[src/rtl/cassette_save.sv]
// Streams a cassette (TAP) save image: quote bytes, header, RAM data read one
// byte at a time, checksum and trailer, over a valid/ready byte interface.
module cassette_save #(
    parameter int NAME_QUOTES = 2
) (
    input  logic        clk,
    input  logic        reset_n,
    input  logic        start,
    input  logic [7:0]  file_type,
    input  logic [15:0] load_addr,
    input  logic [15:0] prog_len,
    input  logic [15:0] exec_addr,
    output logic [15:0] tape_addr,
    output logic        tape_rd,
    input  logic [7:0]  tape_din,
    output logic [7:0]  out_data,
    output logic        out_valid,
    input  logic        out_ready,
    output logic        busy,
    output logic        done,
    output logic        error
);

    typedef enum logic [2:0] {
        S_IDLE, S_HDR, S_RDREQ, S_RDWAIT, S_DATA, S_CHK, S_TRAIL, S_DONE
    } state_t;

    // Header is NAME_QUOTES quotes followed by seven fixed-position bytes.
    localparam logic [3:0] NQ       = 4'(NAME_QUOTES);
    localparam logic [3:0] HDR_LAST = 4'(NAME_QUOTES + 6);

    state_t      state_q, state_d;
    logic [3:0]  idx_q, idx_d;
    logic [7:0]  type_q, type_d;
    logic [15:0] len_q, len_d;
    logic [15:0] load_q, load_d;
    logic [15:0] exec_q, exec_d;
    logic [15:0] addr_q, addr_d;
    logic [15:0] remain_q, remain_d;
    logic [7:0]  data_q, data_d;
    logic [7:0]  sum_q, sum_d;
    logic        error_q, error_d;

    logic [3:0]  rel_idx;
    logic [15:0] len_p2;
    logic [7:0]  hdr_byte;

    assign rel_idx = idx_q - NQ;
    assign len_p2  = len_q + 16'd2;

    always_comb begin
        hdr_byte = 8'h22;
        if (idx_q >= NQ) begin
            case (rel_idx)
                4'd0:    hdr_byte = type_q;
                4'd1:    hdr_byte = len_p2[7:0];
                4'd2:    hdr_byte = len_p2[15:8];
                4'd3:    hdr_byte = load_q[7:0];
                4'd4:    hdr_byte = load_q[15:8];
                4'd5:    hdr_byte = exec_q[7:0];
                4'd6:    hdr_byte = exec_q[15:8];
                default: hdr_byte = 8'h00;
            endcase
        end
    end

    always_comb begin
        // NOTE: every signal gets a default first so no path leaves one unassigned (no latches).
        state_d   = state_q;
        idx_d     = idx_q;
        type_d    = type_q;
        len_d     = len_q;
        load_d    = load_q;
        exec_d    = exec_q;
        addr_d    = addr_q;
        remain_d  = remain_q;
        data_d    = data_q;
        sum_d     = sum_q;
        error_d   = 1'b0;
        out_valid = 1'b0;
        out_data  = 8'h00;
        tape_rd   = 1'b0;

        unique case (state_q)
            S_IDLE: begin
                if (start) begin
                    if (prog_len > 16'hFFFD) begin
                        error_d = 1'b1;
                    end else begin
                        type_d   = file_type;
                        len_d    = prog_len;
                        load_d   = load_addr;
                        exec_d   = exec_addr;
                        addr_d   = load_addr;
                        remain_d = prog_len;
                        idx_d    = 4'd0;
                        sum_d    = 8'h00;
                        state_d  = S_HDR;
                    end
                end
            end
            S_HDR: begin
                out_valid = 1'b1;
                out_data  = hdr_byte;
                if (out_ready) begin
                    if (idx_q == HDR_LAST) begin
                        state_d = (remain_q != 16'd0) ? S_RDREQ : S_CHK;
                    end else begin
                        idx_d = idx_q + 4'd1;
                    end
                end
            end
            S_RDREQ: begin
                tape_rd = 1'b1;
                state_d = S_RDWAIT;
            end
            S_RDWAIT: begin
                data_d  = tape_din;
                state_d = S_DATA;
            end
            S_DATA: begin
                out_valid = 1'b1;
                out_data  = data_q;
                if (out_ready) begin
                    sum_d    = sum_q + data_q;
                    addr_d   = addr_q + 16'd1;
                    remain_d = remain_q - 16'd1;
                    state_d  = (remain_q == 16'd1) ? S_CHK : S_RDREQ;
                end
            end
            S_CHK: begin
                out_valid = 1'b1;
                out_data  = sum_q;
                if (out_ready) state_d = S_TRAIL;
            end
            S_TRAIL: begin
                out_valid = 1'b1;
                if (out_ready) state_d = S_DONE;
            end
            S_DONE: state_d = S_IDLE;
            default: state_d = S_IDLE;
        endcase
    end

    // NOTE: sequential state uses non-blocking assignments so all registers update together.
    always_ff @(posedge clk or negedge reset_n) begin
        if (!reset_n) begin
            state_q  <= S_IDLE;
            idx_q    <= 4'd0;
            type_q   <= 8'h00;
            len_q    <= 16'h0000;
            load_q   <= 16'h0000;
            exec_q   <= 16'h0000;
            addr_q   <= 16'h0000;
            remain_q <= 16'h0000;
            data_q   <= 8'h00;
            sum_q    <= 8'h00;
            error_q  <= 1'b0;
        end else begin
            state_q  <= state_d;
            idx_q    <= idx_d;
            type_q   <= type_d;
            len_q    <= len_d;
            load_q   <= load_d;
            exec_q   <= exec_d;
            addr_q   <= addr_d;
            remain_q <= remain_d;
            data_q   <= data_d;
            sum_q    <= sum_d;
            error_q  <= error_d;
        end
    end

    assign tape_addr = addr_q;
    assign busy      = (state_q != S_IDLE);
    assign done      = (state_q == S_DONE);
    assign error     = error_q;

endmodule

[config.mk]
export PLATFORM = sky130hd
export DESIGN_NAME = cassette_save
export DESIGN_NICKNAME = d
export VERILOG_FILES = /design/src/rtl/cassette_save.sv
export SDC_FILE = /design/constraint.sdc
export NUM_CORES = 1
export LEC_CHECK = 0
export ABC_AREA = 1
export BUFFER_PORTS_ARGS = -buffer_cell sky130_fd_sc_hd__buf_2
export CORE_ASPECT_RATIO = 0.9
export CORE_MARGIN = 5
export CORE_UTILIZATION = 35
export DETAILED_ROUTE_END_ITERATION = 16
export PLACE_DENSITY = 0.65
export SLEW_MARGIN = 40
export SYNTH_ARGS = -nofsm -noshare
export SYNTH_HDL_FRONTEND = slang
export SYNTH_SLANG_ARGS = --single-unit
[constraint.sdc]
create_clock -name clk -period 2 [get_ports clk]
set_input_delay 0.1 -clock clk [delete_from_list [all_inputs] [get_ports clk]]
set_output_delay 0.1 -clock clk [all_outputs]
set_load 0.05 [all_outputs]
==> results.md <==
- Status: finished, violations left
- Violated checks: setup timing
- DR vias/cell: 5.09
- I/O pins: just under 100
- Clk_skew: between 0.005 and 0.006 ns
- Inserted Clock Buffers: 9
- Vias in the first global route: slightly below 7000
- GPL Wtd Cong: 0.930
- CTS sink cnt: ~110
- Post-Synthesis Net Count: ~1100
- Core area: approximately 20000 um^2
- Worst Max-Slew Pin Slew: 0.531 ns
- Synth area leader: dfrtp_1
- Synthesized area: slightly above 7000 um^2
- DP Cell Count: 1355
- Mapped Avg Cell Area: between 7 and 8 um^2
- Die H: between 100 and 150 um
- First-pass GRT wire length: around 37000 um
- Final worst slack: -0.257 ns
- Final nets: 1241
- Arrival time worst endpoint: ~2.2 ns
- Max-slew headroom: 0.643
- H-tree levels: 3
- Post-synth top area share: 0.396
- DR WL/cell: approximately 16 um
- Post-synth EDFFs: 0
- Tmin final: ~2.3 ns
- Top post-synthesis cells by area: dfrtp_1 40%, nand2_1 14%, nand3_1 6.6%, inv_1 6.6%, o21ai_0 5.9%
- Clk pwr share: 0.151
- Synth Flop Type: dfrtp_1
- Min Hold Slack: around 0.0035 ns
- Final worst-path cycle share: 1.13
- Int Power: roughly 7.0 mW
- Final setup violation count: 8
- # Max-Cap Violations: 0
- Die ar.: ~23000 um^2
- Crit Path Class: reg -> out
- Required time worst endpoint: between 1.5 and 2 ns
- Distinct cell type count of the synthesized netlist: 45
- Most common cell in the netlist: nand2_1
- CTS Buffer Depth: 2
- Post-synth top cells: 262 x nand2_1, 124 x inv_1, 112 x dfrtp_1, 103 x nor2_1, 94 x nand3_1
- Area grow syn2layout: 29.0%
- Synthesis-stage register bit count: 112
- FFs w/ async S/R, synth: 1.00
- Cell count after synthesis: roughly 1000
- Worst vdd ir: ~0.66 mV
- Sequential-to-total area share from yosys stat: 0.396
- PortBufs: 96
- Seq pwr share: 0.324
- DRC errors left: 0
- GRT Util Overall: 0.198
- Net Sw Frac: 0.483
- Clk slew on worst S/H paths: about 0.080 ns
- Setup WS pre-CTS: -0.107 ns
- Final Max Tran Viols: 0
- Initial antenna violation count: 0
- Vias: 7200
- Initial Util: 0.355
- Ant. Diodes: 0
- Final instance area: approximately 9100 um^2
- Final core occ: 0.458
- Core Rows: 49
- Hold Crit Class: in -> reg
- CTS tree: done
- Type of origin of the critical path: flop
- WL final: 23100 um
- Unrepaired setup endpoints after global routing: yes
- Dpl cell area: just over 8000 um^2
- Post-route ant nets: 0
- Layout Cells excl Fill: about 1400
- Cell Pwr Density: ~1500 nW/um^2
- First drt pass iteration count: 5
- Yosys warnings: 0
- FMAX: 0.443 GHz
- GRT Residual Overflow: 0
- Worst Path Max Fanout: 7
- Clk Latency, worst-skew pair: 0.37 ns
- Setup crit end kind: output port
- CTS root buffer: clkbuf_16
- Hold Fails Final Rpt: 0
- Die X: 160 um
- Leak Pwr: approximately 4.5 nW
- Layout cells sized above 1: 0.216
- DPL Wire Length: approximately 17000 um
- Gate power share: 0.525
- Largest net degree at the start of global routing: between 50 and 60
- Iteration-0 DRC Markers: 588
- Psw: ~6.5 mW
==> worst max-delay path: stages, from the launching register on <==
cell and delay (ns):
dfrtp_1 0.37, inv_2 0.05, ha_4 0.32, inv_2 0.07
buf_4 0.16, nand4_1 0.11, o21ai_2 0.07, nor2_1 0.15
nand3_1 0.12, nand2_1 0.12, nand2_2 0.09, buf_8 0.16
==> power by group through the flow <==
stage                     Sequential (mW)  Clock [mW]  Combinational [mW]
final                                4.36        2.03                7.06
after CTS                            4.33        2.08                6.84
after global placement               4.36           0                6.36
after floorplan                      4.54           0                4.29
after global routing                 4.50        2.16                7.81
after detailed placement             4.36           0                6.45
==> final timing paths <==
check,startpoint,slack [ns],depth (start not counted),to
worst max-delay path,idx_q[2],-0.26,11,out_data[3]
worst min-delay path,exec_addr[12],0.004,3,exec_q[12]
worst max register to register,state_q[1],0.17,9,remain_q[5]
worst min register to register,load_q[6],0.49,2,load_q[6]
max in group asynchronous,reset_n,1.09,3,idx_q[0]
min in group asynchronous,reset_n,0.22,2,remain_q[11]
==> through the flow <==
stage | setup TNS [ns] | power (mW)
6_report | -1.63 | 13.5
5_1_grt | -2.31 | 14.5
4_1_cts | -1.36 | 13.3
3_5_place_dp | -0.414 | 10.8
3_3_place_gp | -0.407 | 10.7
2_1_floorplan | 0 | 8.83
==> sequential cells by signal, summed over array words and instances, names as in the netlist <==
| signal | cells |
|---|---|
| data_q | 8 |
| type_q | 8 |
| idx_q | 4 |
| sum_q | 8 |
| remain_q | 16 |
| exec_q | 16 |
| state_q | 3 |
| load_q | 16 |
| len_q | 16 |
| error | 1 |
| tape_addr | 16 |
==> final cells by class <==
type / instances / area [um^2]
Timing Repair Buffer: 180 / 1380
Sequential cell: 112 / 2810
Inverter: 132 / 502
Clock buffer: 12 / 246
Multi-Input combinational cell: 720 / 3810
Tap cell: 255 / 319
Fill cell: 1952 / 10800
Clock inverter: 4 / 76.3
==> kinds of logic after synthesis <==
| family | share of synthesized area |
|---|---|
| simple gates | 0.325 |
| xor+xnor | 0.00990 |
| buf+inv | 0.0985 |
| flops | 0.396 |
| compound gates | 0.125 |
| fa+ha+maj | 0.0329 |
| mux | 0.0127 |
==> routing by layer <==
metal	vias up	GRT usage	wire, um
met5	-	0	0
met4	0	0.0495	461
met3	30	0.0451	1280
met2	207	0.312	10700
met1	3410	0.277	10700
li1	3553	-	-
==> placed cells by master, fill, tap and decap left out, types with 4 or more instances in the layout <==
| master | n |
|---|---|
| nand2_1 | 244 |
| inv_1 | 118 |
| dfrtp_1 | 110 |
| nor2_1 | 96 |
| nand3_1 | 89 |
| buf_2 | 87 |
| o21ai_0 | 73 |
| buf_4 | 42 |
| dlygate4sd3_1 | 32 |
| nand4_1 | 30 |
| o21ai_1 | 26 |
| a21oi_1 | 23 |
| nand2_2 | 16 |
| o21ai_2 | 13 |
| ha_1 | 13 |
| nor3_1 | 12 |
| inv_2 | 11 |
| clkbuf_16 | 10 |
| buf_8 | 9 |
| nand2_4 | 8 |
| mux2_2 | 8 |
| o211ai_1 | 6 |
| xor2_1 | 5 |
| nor2_2 | 5 |
| nor2_4 | 5 |
| nand3b_1 | 5 |
| buf_12 | 5 |
| o21bai_1 | 4 |
| nand3_4 | 4 |
| buf_6 | 4 |
==> timing repair <==
item	CTS	global route
resized for setup	73	25
setup buffers	8	2
endpoints found under the setup margin	8	10
pin swaps	18	16
hold endpoints to repair	58	0
cloned	0	2
hold buffers	32	0
No activity file was read; power rests on OpenSTA's default activity.
